<file path="config.mk">
export PLATFORM = sky130hd
export DESIGN_NAME = alu_operand_stage
export DESIGN_NICKNAME = d
export VERILOG_FILES = /design/src/rtl/alu_pkg.sv /design/src/rtl/alu_operand_stage_settle_counter.sv /design/src/rtl/alu_operand_stage.sv
export SDC_FILE = /design/constraint.sdc
export NUM_CORES = 1
export LEC_CHECK = 0
export BUFFER_PORTS_ARGS = -buffer_cell sky130_fd_sc_hd__buf_2
export CAP_MARGIN = 15
export CELL_PAD_IN_SITES_DETAIL_PLACEMENT = 0
export CELL_PAD_IN_SITES_GLOBAL_PLACEMENT = 1
export CORE_AREA = 2 2 68 70
export CTS_CLUSTER_SIZE = 30
export DETAILED_ROUTE_END_ITERATION = 12
export DIE_AREA = 0 0 70 72
export PLACE_DENSITY_LB_ADDON = 0.1
export SYNTH_ARGS = -nofsm -noshare
export SYNTH_HDL_FRONTEND = slang
export SYNTH_HIERARCHICAL = 1
export SYNTH_SLANG_ARGS = --single-unit
</file>
<file path="constraint.sdc">
create_clock -name i_clk -period 2.6 [get_ports i_clk]
set_input_delay 0.13 -clock i_clk [delete_from_list [all_inputs] [get_ports i_clk]]
set_output_delay 0.13 -clock i_clk [all_outputs]
set_load 0.1 [all_outputs]
</file>
<file path="src/rtl/alu_pkg.sv">
// ---------------------------------------------------------------------------
// alu_pkg
//   Shared types and constants for the ALU operand/result register stage.
//   - alu_op_t      : ALU operation encoding driven to the combinational ALU
//   - stage_state_t : sequencing states of the operand stage
//   - ALU_WIDTH     : datapath width of the ALU
//   - SETTLE_CNT_W  : width of the settle-window down-counter
//   - settle_load() : value loaded into the settle counter on ISSUE entry
// ---------------------------------------------------------------------------
package alu_pkg;

    localparam int ALU_WIDTH    = 8;
    localparam int SETTLE_CNT_W = 4;

    typedef enum logic [1:0] {
        ALU_ADD   = 2'b00,
        ALU_AND   = 2'b01,
        ALU_XOR   = 2'b10,
        ALU_SHIFT = 2'b11
    } alu_op_t;

    typedef enum logic [1:0] {
        ST_IDLE,
        ST_ISSUE,
        ST_CAPTURE
    } stage_state_t;

    // The counter expires when it reaches zero, so a window of N cycles in
    // ISSUE needs a start value of N-1.
    function automatic logic [SETTLE_CNT_W-1:0] settle_load(input int settle_cycles);
        settle_load = SETTLE_CNT_W'(settle_cycles - 1);
    endfunction

endpackage

</file>
<file path="src/rtl/alu_operand_stage_settle_counter.sv">
// ---------------------------------------------------------------------------
// settle_counter
//   Down-counter that times the ALU propagation window spent in ISSUE.
//   Ports:
//     i_clk       clock, rising edge
//     i_rst       synchronous active-high reset (count cleared to 0)
//     i_load      load the start value (asserted on the edge entering ISSUE)
//     i_en        count down while asserted (in ISSUE)
//     o_expired   count is zero: the settle window has elapsed
// ---------------------------------------------------------------------------
module settle_counter
    import alu_pkg::*;
#(
    parameter int SETTLE_CYCLES = 1
) (
    input  logic i_clk,
    input  logic i_rst,
    input  logic i_load,
    input  logic i_en,
    output logic o_expired
);

    localparam logic [SETTLE_CNT_W-1:0] LOAD_VAL = settle_load(SETTLE_CYCLES);

    logic [SETTLE_CNT_W-1:0] r_count;

    always_ff @(posedge i_clk) begin
        if (i_rst) begin
            r_count <= '0;
        end else if (i_load) begin
            r_count <= LOAD_VAL;
        end else if (i_en && (r_count != '0)) begin
            r_count <= r_count - 1'b1;
        end
    end

    assign o_expired = (r_count == '0);

endmodule

</file>
<file path="src/rtl/alu_operand_stage.sv">
// ---------------------------------------------------------------------------
// alu_operand_stage
//   Register stage wrapped around the combinational 8-bit ALU. Operands are
//   latched from the data bus, op controls are latched at start, the ALU is
//   given a settle window, then result and N/Z flags are captured.
//   Ports:
//     i_clk, i_rst              clock / synchronous active-high reset
//     i_bus                     data bus for operand loads
//     i_loadA, i_loadB          operand loads (honoured in IDLE only)
//     i_start                   begin operation (IDLE only)
//     i_aluOp, i_sub,
//     i_shiftLeft, i_writeBackA op controls, sampled at start
//     i_aluY, i_aluNegative,
//     i_aluZero                 combinational ALU return path
//     o_a, o_b                  operand registers to the ALU
//     o_aluOp, o_sub,
//     o_shiftLeft               latched op controls to the ALU
//     o_result, o_flagN,
//     o_flagZ                   captured result and flags
//     o_busy                    high in ISSUE and CAPTURE
//     o_done                    one-cycle pulse after the capture edge
// ---------------------------------------------------------------------------
module alu_operand_stage
    import alu_pkg::*;
#(
    parameter int WIDTH         = ALU_WIDTH,
    parameter int SETTLE_CYCLES = 1
) (
    input  logic             i_clk,
    input  logic             i_rst,
    input  logic [WIDTH-1:0] i_bus,
    input  logic             i_loadA,
    input  logic             i_loadB,
    input  logic             i_start,
    input  logic [1:0]       i_aluOp,
    input  logic             i_sub,
    input  logic             i_shiftLeft,
    input  logic             i_writeBackA,
    input  logic [WIDTH-1:0] i_aluY,
    input  logic             i_aluNegative,
    input  logic             i_aluZero,
    output logic [WIDTH-1:0] o_a,
    output logic [WIDTH-1:0] o_b,
    output logic [1:0]       o_aluOp,
    output logic             o_sub,
    output logic             o_shiftLeft,
    output logic [WIDTH-1:0] o_result,
    output logic             o_flagN,
    output logic             o_flagZ,
    output logic             o_busy,
    output logic             o_done
);

    stage_state_t     r_state;
    stage_state_t     w_state_next;
    logic [WIDTH-1:0] r_a;
    logic [WIDTH-1:0] r_b;
    alu_op_t          r_alu_op;
    logic             r_sub;
    logic             r_shift_left;
    logic             r_write_back;
    logic [WIDTH-1:0] r_result;
    logic             r_flag_n;
    logic             r_flag_z;
    logic             r_done;
    logic             w_idle;
    logic             w_start_accept;
    logic             w_capture;
    logic             w_settle_expired;

    assign w_idle         = (r_state == ST_IDLE);
    assign w_start_accept = w_idle && i_start;
    assign w_capture      = (r_state == ST_CAPTURE);

    settle_counter #(
        .SETTLE_CYCLES (SETTLE_CYCLES)
    ) u_settle (
        .i_clk     (i_clk),
        .i_rst     (i_rst),
        .i_load    (w_start_accept),
        .i_en      (r_state == ST_ISSUE),
        .o_expired (w_settle_expired)
    );

    always_comb begin
        w_state_next = r_state;
        case (r_state)
            ST_IDLE:    if (i_start)          w_state_next = ST_ISSUE;
            ST_ISSUE:   if (w_settle_expired) w_state_next = ST_CAPTURE;
            ST_CAPTURE:                       w_state_next = ST_IDLE;
            default:                          w_state_next = ST_IDLE;
        endcase
    end

    always_ff @(posedge i_clk) begin
        if (i_rst) begin
            r_state      <= ST_IDLE;
            r_a          <= '0;
            r_b          <= '0;
            r_alu_op     <= ALU_ADD;
            r_sub        <= 1'b0;
            r_shift_left <= 1'b0;
            r_write_back <= 1'b0;
            r_result     <= '0;
            r_flag_n     <= 1'b0;
            r_flag_z     <= 1'b0;
            r_done       <= 1'b0;
        end else begin
            r_state <= w_state_next;
            r_done  <= w_capture;

            // Loads and start share the edge: an operand loaded together
            // with start is already in place for the first ISSUE cycle.
            if (w_idle) begin
                if (i_loadA) r_a <= i_bus;
                if (i_loadB) r_b <= i_bus;
            end

            if (w_start_accept) begin
                r_alu_op     <= alu_op_t'(i_aluOp);
                r_sub        <= i_sub;
                r_shift_left <= i_shiftLeft;
                r_write_back <= i_writeBackA;
            end

            // Loads are blocked outside IDLE, so writeback never races a load.
            if (w_capture) begin
                r_result <= i_aluY;
                r_flag_n <= i_aluNegative;
                r_flag_z <= i_aluZero;
                if (r_write_back) r_a <= i_aluY;
            end
        end
    end

    assign o_a         = r_a;
    assign o_b         = r_b;
    assign o_aluOp     = r_alu_op;
    assign o_sub       = r_sub;
    assign o_shiftLeft = r_shift_left;
    assign o_result    = r_result;
    assign o_flagN     = r_flag_n;
    assign o_flagZ     = r_flag_z;
    assign o_busy      = !w_idle;
    assign o_done      = r_done;

endmodule

</file>
== Yosys cells after proc, flatten, opt, wreduce, memory -nomap -nowiden ==
Index checks and enable logic that the tools add are counted.

* Register bits: 38
* Output and inout port bits: 32

* $add $sub $neg: 1
* Equal/unequal tests: 4
* Multiplexer cells: 7
* Reductions and logical operators: 9

{| class="wikitable"
|+ Operators by type and width
! kind !! number
|-
| $mux 8 || 4
|-
| $logic_not 4->1 || 1
|-
| $mux 2 || 2
|-
| $ne 2x2->1 const B || 2
|-
| $pmux 2 s2 || 1
|-
| $reduce_and 2->1 || 2
|-
| $reduce_bool 4->1 || 1
|-
| $sub 4x1->4 const B || 1
|-
| $eq 2x1->1 const B || 1
|-
| $eq 2x2->1 const B || 1
|-
| $logic_and 1x1->1 || 2
|-
| $logic_not 2->1 || 1
|-
| $reduce_or 2->1 || 1
|-
| $logic_not 1->1 || 1
|}

== Logic depth before layout (Yosys ltp) ==
Gate-level depths: netlist of the first run.

* Depth after elaboration: 4
* Mapped depth: 7

== Hierarchy ==
Netlist of the first run, hierarchy kept.

{| class="wikitable"
|+ By module, submodules not included
! module !! times used !! cells an instance !! area an instance (µm²) !! sequential area each (µm²)
|-
| alu_operand_stage || 1 || 148 || 1330.0 || 680.7
|-
| settle_counter || 1 || 25 || 210.2 || 80.1
|}

== Worst setup path before layout of the first run ==
Ideal clock, no wire load.

* Path kind: reg2reg
* From: register r_state[1]
* To: register u_settle.r_count[3]
* Arrival: 1.373 ns
* Setup slack: 1.140 ns
* Stages on the path, launching flop included: 5
* Path buffers: 1
* Period minus slack after synthesis: 1.460 ns
* Cell sequence: dfxtp_1 -> buf_6 -> and2b_1 -> or4b_1 -> o31ai_1

* Word-level cells in the longest chain between the ends: 3
* Elaborated cells on any way between the ends: 5

{| class="wikitable"
|+ RTL lines
! element !! RTL line !! source
|-
| start, declared || alu_operand_stage.sv:54 || <nowiki>stage_state_t r_state;</nowiki>
|-
| start signal, assigned || alu_operand_stage.sv:109 || <nowiki>r_state <= w_state_next;</nowiki>
|-
| $logic_not 2->1 || alu_operand_stage.sv:71 || <nowiki>assign w_idle = (r_state == ST_IDLE);</nowiki>
|-
| $logic_and 1x1->1 || alu_operand_stage.sv:72 || <nowiki>assign w_start_accept = w_idle && i_start;</nowiki>
|-
| $reduce_or 2->1 (no source line) || n/a ||
|-
| end signal, assigned || alu_operand_stage_settle_counter.sv:33 || <nowiki>r_count <= r_count - 1'b1;</nowiki>
|-
| end, declared || alu_operand_stage_settle_counter.sv:25 || <nowiki>logic [SETTLE_CNT_W-1:0] r_count;</nowiki>
|}

Parallel ways exist; a longest one is shown, timed or not.
A chain may end at the register's enable or synchronous reset.

== Worst setup path after layout of the first run ==
* From: register r_state[0]
* To: register u_settle.r_count[3]

Same word-level chain as after synthesis.

==> out/qor.csv, run 1 <==
stage,metric,value,unit
synth,muxShareOfSynthArea,8.448,%
clocking,cts_tree,built,
timing,setup_violations,0,
global_routing,track_usage,15.25,%
place,gp_congestion,0.7465,
route,post_drt_wl_per_cell,12.87,um
power,power_density,701.4,nW/um^2
global_routing,grt_pass1_wl,5.975,mm
die,initial_core_util,36.12,%
route,antenna_left,0,
synth,syn_area,1540,sq um
place,place_area,1844,sq um
synth,yosys.area.top_type,dfxtp_1,
worst_setup_path,critical_path.cell_chain,and2b_1 > or4b_1 > o31ai_1,
synth,synthTopCellsByCount,"dfxtp_1, nand2_1, nor2_1",
synth,yosysWarnings,6,
clocking,cts_hold_buf,0,
timing,min_period,1.603,ns
die,rows,24,
final_layout,layout.nets,258,
synth,synth_top_family_by_area,simple AND/OR/NAND/NOR gates,
timing,worst_pin_slew,0.7282,ns
timing,holdWs,0.07984,ns
route,drc_errors,0,
die,fp.dieH,72,um
worst_setup_path,worst-path-max-fanout,9,
clocking,cts_buffers,5,
synth,synthCells,173,
place,numPlacedInstances,274,
worst_setup_path,cp_num_buf_inv,0,
timing,skew,0.005109,ns
timing,maxSlewViolCount,0,
worst_setup_path,critPathMaxStageDelay,0.50,ns
timing,postLayoutSetupSlackWorst,0.9970,ns
synth,synth.avg_cell_area,8.903,sq um
route,viasPerCell,4.726,
die,die-area,5040,sq um
worst_setup_path,cpMaxStageDelayCell,dfxtp_1,
clocking,htree_levels,2,
power,peakVddDrop,0.3938,mV
global_routing,antenna_found_initial,0,
synth,synth_top_area_share,49.39,%
timing,tns,0,ns
synth,synth.net_count,202,
die,ioPinCount,60,
clocking,clockRootBuffer,clkbuf_8,
synth,synth_fa_ha_area_share,0.8123,%
place,preCtsSetupSlack,0.9816,ns
global_routing,grt-busiest-layer,met2,
clocking,worst_skew_pair.late_latency,0.29,ns
final_layout,synthToLayoutAreaGrowth,24.70,%
timing,rsz0062_at_grt,false,
worst_setup_path,arrival,1.81,ns
synth,synth_seq_cells,38,
clocking,clk_transition_reported_paths,0.07,ns
hold_path,min_path_cells,3,
clocking,postCtsSetupBuffers,0,
place,post-dp-hpwl,2.714,mm
global_routing,grt_max_degree,38,
synth,ys_seq_area_share,49.39,%
synth,async_flop_share,0,%
route,drtIter0Drc,40,
worst_setup_path,cp.depth,3,
synth,yosysUniqueCellTypes,31,
final_layout,antenna_cells,0,
place,port_buffers,59,
timing,finalCritPeriodShare,61.65,%
synth,ys.flop_type,dfxtp_1,
worst_setup_path,crit_family,simple AND/OR/NAND/NOR gates,
global_routing,grt_use_met1,18.51,%
worst_setup_path,startpoint_type,register,
run,drv_cap,0,
clocking,cts_resized,0,
synth,synthXorXnorAreaFrac,0,%
die,core,4264,sq um
worst_setup_path,crit_path_end_kind,register,
power,p_leak,0.0009090,uW
synth,synth-simple-area-share,25.10,%
route,vias,1328,
synth,synth_compound_area_share,10.64,%
hold_path,hold_class,in -> reg,
timing,relSlewSlack,51.35,%
route,drt-total-wl,3.617,mm
final_layout,stdcell_count,281,
global_routing,grt_overflow,0,
synth,synth_edf_count,0,
route,dr.pass1.iters,4,
worst_setup_path,crit_required,2.80,ns
die,die_x,70,um
worst_setup_path,ff2ff_path_depth,3,
clocking,cts_num_sinks,38,
global_routing,met2_usage,25.08,%
global_routing,grt_pass1_vias,1306,
timing,max_freq,623.8,MHz
synth,ys_top_cells_by_area,"dfxtp_1, nand2_1, mux2i_1",
timing,hold_viol,0,
global_routing,grt.met3_usage,5.417,%
clocking,cts.path.max_buffers,2,
final_layout,stdcell_area,1921,sq um
worst_setup_path,setup.worst_path.class,reg -> reg,
status,run_status,completed,
final_layout,drive_above_1_share,31.00,%
## worst min-delay path, stage by stage
cell and delay [ns]:
buf_2 0.10, nand2_1 0.04, a21oi_1 0.05
## worst paths after layout
kind,start,endpoint,slack [ns]
worst min register to register,o_result[3]$_SDFFE_PP0P_,o_result[3]$_SDFFE_PP0P_,0.45
worst max register to register,r_state[0]$_SDFFE_PP0P_,u_settle/r_count[3]$_SDFFE_PP0P_,1.0
worst max-delay path,r_state[0]$_SDFFE_PP0P_,u_settle/r_count[3]$_SDFFE_PP0P_,1.0
worst min-delay path,i_aluZero,o_flagZ$_SDFFE_PP0P_,0.08
## flip-flops by register name (all words and copies together) (netlist names)
signal / count
r_state: 2
u_settle/r_count: 4
o_result: 8
o_flagN: 1
o_shiftLeft: 1
o_flagZ: 1
o_b: 8
r_write_back: 1
o_a: 8
o_sub: 1
o_aluOp: 2
o_done: 1
## kinds of logic after synthesis
family / count (synthesis)
compound gates: 25
mux: 13
fa+ha+maj: 1
buf+inv: 16
flops: 38
simple gates: 80
## power by group
| group | switching [uW] | internal [uW] | total, uW |
|---|---|---|---|
| combinational | 275 | 71.8 | 346 |
| sequential | 17.5 | 612 | 629 |
| clock | 187 | 184 | 372 |
## metal layers
layer / routed length (um) / vias up
met5: 0 / -
met4: 53 / 0
met3: 244 / 6
met2: 1677 / 40
met1: 1642 / 595
li1: - / 687
## layout by cell type (no fill, tap or decap)
cell      instances
nand3_1           2
ha_1              1
clkbuf_1          2
a21oi_1          13
o21ai_0           1
clkbuf_8          5
a21o_2            1
inv_1             4
nand3b_4          1
or4b_1            1
a311oi_1          8
buf_2            59
dfxtp_1          38
nor2b_1           1
or2b_1            1
o31ai_1           1
nor3b_4           1
nor3_1            1
or3b_4            1
nor3b_1           3
buf_4             2
mux2i_1          13
and2b_1           1
a21boi_0          1
or3b_1            1
or3_1             1
and4b_1           1
nor2_1           25
nand2_1          38
or2_2             1
## through the flow
stage	util, %	power (uW)
final	45.04	1347
after global routing	45.04	1409
after CTS	45.04	1368
after detailed placement	43.25	991.3
after global placement	43.25	986.9
after floorplan	-	926.8
## final cells by class
class	instances	area, sq um
Inverter	4	15.01
Fill cell	430	2344
Timing Repair Buffer	61	310.3
Tap cell	52	65.06
Multi-Input combinational cell	119	693.2
Sequential cell	38	760.7
Clock buffer	7	76.32
Power figures use the tool's default switching activity.
==> run 2, diff against run 1 <==
- CORE_AREA: 2 2 68 70 -> 2 2 74 76
- DIE_AREA: 0 0 70 72 -> 0 0 76 78
- clock period: 2.6 -> 1.4 ns (I/O delays scaled with it)
==> run 2 against run 1 <==
  * Final area is 8.9% higher
  * Via count is 2.9% higher
  * Cell count is 9.6% higher
  * Highest routed layer unchanged
  * Die area is 18% higher
  * Maximum frequency is 19% higher
  * Sequential power is 86% higher
  * Largest power group unchanged
==> out/qor.csv, run 2 (synthesized netlist as in run 1, its figures left out) <==
stage,metric,value,unit,change
hold_path,worstHoldStart,i_aluNegative,,
final_layout,stdcell_count,308,,+9.6%
power,switching_power,923.8,uW,+93%
global_routing,grt_overflow,0,,unchanged
timing,setup_violations,0,,unchanged
worst_setup_path,crit_path_end_kind,register,,
timing,relSlewSlack,67.47,%,+16 points
power,pwr-share-comb,26.2,%,+0.5 points
worst_setup_path,arrival,1.52,ns,-0.29 ns
power,power_density,1253,nW/um^2,+79%
clocking,clk_transition_reported_paths,0.08,ns,about the same
timing,postLayoutSetupSlackWorst,0.04842,ns,-0.9486 ns
timing,tns,0,ns,unchanged
die,fp.dieH,78,um,+8.3%
worst_setup_path,cpMaxStageDelayCell,or3b_4,,
worst_setup_path,crit_family,simple AND/OR/NAND/NOR gates,,
route,top_layer,met4,,
worst_setup_path,worst_r2r_endpoint,r_state[0]$_SDFFE_PP0P_,,
die,die-area,5928,sq um,+18%
route,dr_wl_met2,1.898,mm,+13%
power,switching_share,35.26,%,-0.31 points
power,power_frac_seq,44.5,%,-2.2 points
worst_setup_path,ff2ff_path_depth,7,,+4
route,wl_met3,206,um,-16%
final_layout,drive_above_1_share,40.76,%,+9.8 points
route,drtIter0Drc,68,,+70%
clocking,worst_skew_pair.late_latency,0.29,ns,about the same
die,ioPinCount,60,,unchanged
worst_setup_path,critical_path.cell_chain,inv_2 > ha_4 > or3b_4 > inv_2 > inv_1 > a21oi_2 > nor2_1,,
worst_setup_path,crit_required,1.57,ns,-1.23 ns
power,p_clk_share,29.3,%,+1.7 points
place,post-dp-hpwl,2.954,mm,+8.8%
worst_setup_path,cp_num_buf_inv,3,,+3
timing,skew,0.008656,ns,+0.003548 ns
die,core,5042,sq um,+18%
worst_setup_path,regToRegStartpoint,u_settle/r_count[0]$_SDFFE_PP0P_,,
timing,finalCritPeriodShare,96.54,%,+35 points
final_layout,antenna_cells,0,,unchanged
route,dr.pass1.iters,4,,unchanged
clocking,htree_levels,2,,unchanged
power,power.internal,1696,uW,+95%
run,drv_cap,0,,unchanged
final_layout,layout.nets,266,,+3.1%
place,numPlacedInstances,297,,+8.4%
die,rows,26,,+8.3%
hold_path,hold_class,in -> reg,,
worst_setup_path,reg2reg_slack,0.05,ns,-0.95 ns
place,port_buffers,59,,unchanged
hold_path,hold_end,o_flagN$_SDFFE_PP0P_,,
global_routing,antenna_found_initial,0,,unchanged
route,antenna_left,0,,unchanged
route,wl_met1,1.738,mm,+5.8%
worst_setup_path,setup.worst_path.class,reg -> reg,,
place,preCtsSetupSlack,-0.04293,ns,-1.024 ns
route,viasPerCell,4.438,,-6.1%
clocking,clockRootBuffer,clkbuf_8,,
clocking,cts_tree,built,,
timing,min_period,1.352,ns,-0.2514 ns
global_routing,grt_pass1_vias,1362,,+4.3%
die,initial_core_util,30.55,%,-5.6 points
route,vias,1367,,+2.9%
worst_setup_path,startpoint_type,register,,
timing,worst_pin_slew,0.4914,ns,-0.2369 ns
timing,max_freq,739.9,MHz,+19%
power,p_leak,0.0009780,uW,+7.6%
hold_path,min_path_cells,3,,unchanged
global_routing,track_usage,13.50,%,-1.8 points
final_layout,synthToLayoutAreaGrowth,35.74,%,
status,run_status,completed,,
timing,hold_viol,0,,unchanged
global_routing,grt_pass1_wl,6.396,mm,+7.0%
final_layout,layout_common_cells,"buf_2, nand2_1, dfxtp_1, nor2_1, mux2i_1",,
clocking,cts_buffers,5,,unchanged
global_routing,grt_max_degree,22,,-42%
route,drc_errors,0,,unchanged
die,die_x,76,um,+8.6%
power,peakVddDrop,0.5474,mV,+39%
final_layout,final_common_cell,buf_2,,
clocking,cts_num_sinks,38,,unchanged
worst_setup_path,worst-path-max-fanout,4,,-5
worst_setup_path,critPathMaxStageDelay,0.40,ns,-0.10 ns
timing,maxSlewViolCount,0,,unchanged
place,gp_congestion,0.7034,,-5.8%
clocking,cts.path.max_buffers,2,,unchanged
worst_setup_path,cp_common_cell,inv_2,,
route,post_drt_wl_per_cell,12.64,um,-1.8%
route,drt-total-wl,3.892,mm,+7.6%
-- run 2: cell types whose count changed in the layout (fill, tap and decap cells not counted), moves of 2 or more --
| cell | previous run | this run |
|---|---|---|
| nor3b_2 | 0 | 2 |
| dfxtp_2 | 0 | 4 |
| dfxtp_1 | 38 | 34 |
| inv_1 | 4 | 1 |
| nor3b_1 | 3 | 1 |
| buf_4 | 2 | 9 |
| a311oi_1 | 8 | 6 |
| inv_2 | 0 | 3 |
| a311oi_2 | 0 | 2 |
-- run 2: how the worst max path moves through the flow --
stage	cells after the start	from	slack (ns)	end
3_3_place_gp	7	u_settle/r_count[0]$_SDFFE_PP0P_	0.03	r_state[0]$_SDFFE_PP0P_
4_1_cts	7	u_settle/r_count[0]$_SDFFE_PP0P_	0.006	r_state[0]$_SDFFE_PP0P_
5_1_grt	7	u_settle/r_count[0]$_SDFFE_PP0P_	-0.002	r_state[0]$_SDFFE_PP0P_
3_5_place_dp	7	u_settle/r_count[0]$_SDFFE_PP0P_	-0.04	r_state[0]$_SDFFE_PP0P_
6_report	7	u_settle/r_count[0]$_SDFFE_PP0P_	0.05	r_state[0]$_SDFFE_PP0P_
2_1_floorplan	5	r_state[1]$_SDFFE_PP0P_	-0.004	u_settle/r_count[3]$_SDFFE_PP0P_
-- run 2: stage by stage --
| step | utilization, % | instance area [sq um] | hold slack (ns) | total power [uW] |
|---|---|---|---|---|
| floorplan | - | 1545 | 0.1468 | 1723 |
| global placement | 38.16 | 1924 | 0.3096 | 1859 |
| detailed placement | 38.16 | 1924 | 0.3237 | 1867 |
| CTS | 40.02 | 2018 | 0.01347 | 2648 |
| global route | 41.46 | 2091 | 0.03143 | 2760 |
| finish | 41.46 | 2091 | 0.02125 | 2620 |
-- run 2: worst register-to-register path: stages, from the launching register on --
cell and delay (ns):
dfxtp_2 0.33, inv_2 0.07, ha_4 0.13, or3b_4 0.40
inv_2 0.08, inv_1 0.07, a21oi_2 0.11, nor2_1 0.04
-- run 2: power groups by stage --
| stage | combinational [uW] | clock [uW] | sequential, uW |
|---|---|---|---|
| 5_1_grt | 720 | 868 | 1170 |
| 3_3_place_gp | 671 | 0 | 1190 |
| 2_1_floorplan | 180 | 0 | 1540 |
| 4_1_cts | 678 | 805 | 1170 |
| 3_5_place_dp | 677 | 0 | 1190 |
| 6_report | 687 | 767 | 1170 |
-- run 2: metal layers --
metal / global-route usage (%) / vias up
li1: - / 705
met1: 15.69 / 621
met2: 23.66 / 35
met3: 4.302 / 6
met4: 4.364 / 0
met5: 0 / -
-- run 2: layout make-up --
| class | count | area [sq um] |
|---|---|---|
| clock inverters | 1 | 5.005 |
| flip-flops and latches | 38 | 765.7 |
| inverters | 4 | 15.01 |
| clock buffers | 7 | 86.33 |
| repair buffers | 69 | 389.1 |
| well taps | 70 | 87.58 |
| multi-input cells | 119 | 742.0 |
| fillers | 524 | 2952 |
-- run 2: what timing repair did --
item                       4_1_cts  5_1_grt
buffers inserted                 0        3
hold buffers                     0        0
gates cloned                     0        0
resized for setup                4       14
pin swaps                        0        5
setup endpoints to repair        3       19
==> run 3, diff against run 2 <==
- BUFFER_PORTS_ARGS: -buffer_cell sky130_fd_sc_hd__buf_2 -> -buffer_cell sky130_fd_sc_hd__clkbuf_2
- MAX_ROUTING_LAYER: unset -> met4
==> run 3 against run 2 <==
  * Total power rose by 4.3%
  * Highest routed layer unchanged
  * Final area rose by 2.2%
  * Worst hold slack improved by 0.0032 ns
  * Global-route usage rose by 0.14 points
  * Wire length fell by 0.62%
  * Critical endpoint is now o_busy
  * Sequential share of layout area fell by 0.85 points
  * Sequential power barely moved
==> out/qor.csv, run 3 (synthesized netlist as in run 1, its figures left out) <==
stage,metric,value,unit,change
status,run_status,completed,,
final_layout,layout_common_cells,"clkbuf_2, nand2_1, dfxtp_1, nor2_1, mux2i_1",,
final_layout,multi_input_area,743.2,sq um,+0.17%
hold_path,hold_class,in -> reg,,
route,drtIter0Drc,68,,unchanged
power,power_density,1279,nW/um^2,+2.1%
power,peakVddDrop,0.6670,mV,+22%
timing,relSlewSlack,63.64,%,-3.8 points
die,die-area,5928,sq um,unchanged
worst_setup_path,worst_r2r_endpoint,r_state[0]$_SDFFE_PP0P_,,
global_routing,grt_overflow,0,,unchanged
clocking,cts_buffers,5,,unchanged
hold_path,worstHoldStart,i_aluY[4],,
place,gp_congestion,0.6943,,-1.3%
final_layout,final_common_cell,clkbuf_2,,
route,dr.pass1.iters,4,,unchanged
route,viasPerCell,4.376,,-1.4%
worst_setup_path,crit_path_end_kind,primary output,,
clocking,clockRootBuffer,clkbuf_8,,
worst_setup_path,ff2ff_path_depth,7,,unchanged
die,die_x,76,um,unchanged
die,initial_core_util,30.55,%,unchanged
global_routing,grt_pass1_wl,6.210,mm,-2.9%
clocking,htree_levels,2,,unchanged
global_routing,antenna_found_initial,0,,unchanged
timing,min_period,1.363,ns,+0.01143 ns
place,port_buffers,59,,unchanged
die,fp.dieH,78,um,unchanged
timing,skew,0.007338,ns,-0.001319 ns
die,ioPinCount,60,,unchanged
place,numPlacedInstances,297,,unchanged
clocking,cts.path.max_buffers,2,,unchanged
timing,max_freq,733.7,MHz,-0.84%
worst_setup_path,setup.worst_path.class,reg -> out,,
worst_setup_path,arrival,1.29,ns,-0.23 ns
power,total_power,2733,uW,+4.3%
worst_setup_path,startpoint_type,register,,
timing,tns,0,ns,unchanged
place,post-dp-hpwl,2.880,mm,-2.5%
route,vias,1361,,-0.44%
route,post_drt_wl_per_cell,12.44,um,-1.6%
worst_setup_path,crit_required,1.33,ns,-0.24 ns
route,drt-total-wl,3.868,mm,-0.62%
hold_path,hold_end,o_result[4]$_SDFFE_PP0P_,,
final_layout,stdcell_count,311,,+0.97%
clocking,cts_num_sinks,38,,unchanged
global_routing,grt_max_degree,37,,+68%
final_layout,layout.nets,269,,+1.1%
worst_setup_path,worst-path-max-fanout,5,,+1
power,p_leak,0.0009847,uW,+0.69%
die,core,5042,sq um,unchanged
clocking,worst_skew_pair.late_latency,0.29,ns,about the same
run,drv_cap,0,,unchanged
global_routing,grt_pass1_vias,1316,,-3.4%
route,drc_errors,0,,unchanged
timing,maxSlewViolCount,0,,unchanged
hold_path,min_path_cells,3,,unchanged
final_layout,antenna_cells,0,,unchanged
clocking,cts_tree,built,,
worst_setup_path,regToRegStartpoint,u_settle/r_count[0]$_SDFFE_PP0P_,,
final_layout,drive_above_1_share,41.08,%,+0.32 points
timing,setup_violations,0,,unchanged
route,antenna_left,0,,unchanged
final_layout,ff_latch_area,764.5,sq um,-0.16%
final_layout,n_fill_cell,524,,unchanged
timing,rsz0062_at_grt,true,,
die,rows,26,,unchanged
global_routing,track_usage,13.64,%,+0.14 points
timing,worst_pin_slew,0.5477,ns,+0.05631 ns
worst_setup_path,reg2reg_slack,0.05,ns,about the same
timing,finalCritPeriodShare,97.36,%,+0.82 points
final_layout,synthToLayoutAreaGrowth,38.75,%,
timing,hold_viol,0,,unchanged
clocking,clk_transition_reported_paths,0.07,ns,about the same
==> run 3: changes by cell type in the layout (fill, tap and decap cells not counted), moves of 2 or more <==
cell,change
dlygate4sd3_1,+2
clkbuf_8,+2
buf_2,-58
clkbuf_2,+58
==> run 3: metal layers <==
layer	GRT usage (%)	wire [um]	vias up	share of wire, %
met3	3.837	172	4	4.4
met5	-	0	-	0
met1	16.82	1807	609	47
met2	21.25	1856	35	48
li1	-	-	713	-
met4	5.455	31	0	0.80
==> run 3: report_power, final <==
| part | leakage [uW] | internal (uW) | switching [uW] | total [uW] |
|---|---|---|---|---|
| sequential | 0.000312 | 1140 | 31.0 | 1170 |
| combinational | 0.000615 | 171 | 528 | 698 |
| clock | 0.0000575 | 497 | 370 | 868 |
==> run 3: layout make-up <==
cell class,count,share of cell area [%]
flip-flops and latches,38,35.77
multi-input cells,119,34.78
repair buffers,72,19.50
inverters,4,0.7026
clock buffers,8,5.152
well taps,70,4.098
==> run 3: worst max-delay path, stage by stage, from the launching register on <==
cell and delay (ns):
dfxtp_2 0.34, buf_4 0.16, or2_2 0.33, buf_12 0.17
==> run 3: worst max-delay path by stage <==
stage / from / to / depth (start not counted)
after floorplan: r_state[1]$_SDFFE_PP0P_ / u_settle/r_count[3]$_SDFFE_PP0P_ / 5
after global placement: u_settle/r_count[0]$_SDFFE_PP0P_ / r_state[0]$_SDFFE_PP0P_ / 7
after detailed placement: u_settle/r_count[0]$_SDFFE_PP0P_ / r_state[0]$_SDFFE_PP0P_ / 7
after CTS: r_state[1]$_SDFFE_PP0P_ / o_busy / 3
after global routing: r_state[0]$_SDFFE_PP0P_ / o_a[2]$_SDFF_PP0_ / 5
final: r_state[1]$_SDFFE_PP0P_ / o_busy / 3
==> run 3: what timing repair did <==
item                                   in CTS  in global routing
hold buffers                                2                  0
gates resized for setup                     4                 13
endpoints found under the hold margin       2                  0
setup endpoints to repair                   3                 18
buffers inserted                            0                  4
pin swaps                                   0                  1
==> run 3: per-stage QoR <==
step,util (%),setup slack (ns),cell area (sq um),hold slack [ns]
5_1_grt,42.38,-0.009246,2137,0.01513
2_1_floorplan,-,-0.004177,1545,0.1468
6_report,42.38,0.03699,2137,0.02442
3_3_place_gp,38.16,0.02954,1924,0.2959
3_5_place_dp,38.16,-0.01391,1924,0.3053
4_1_cts,40.89,0.001800,2062,0.007055
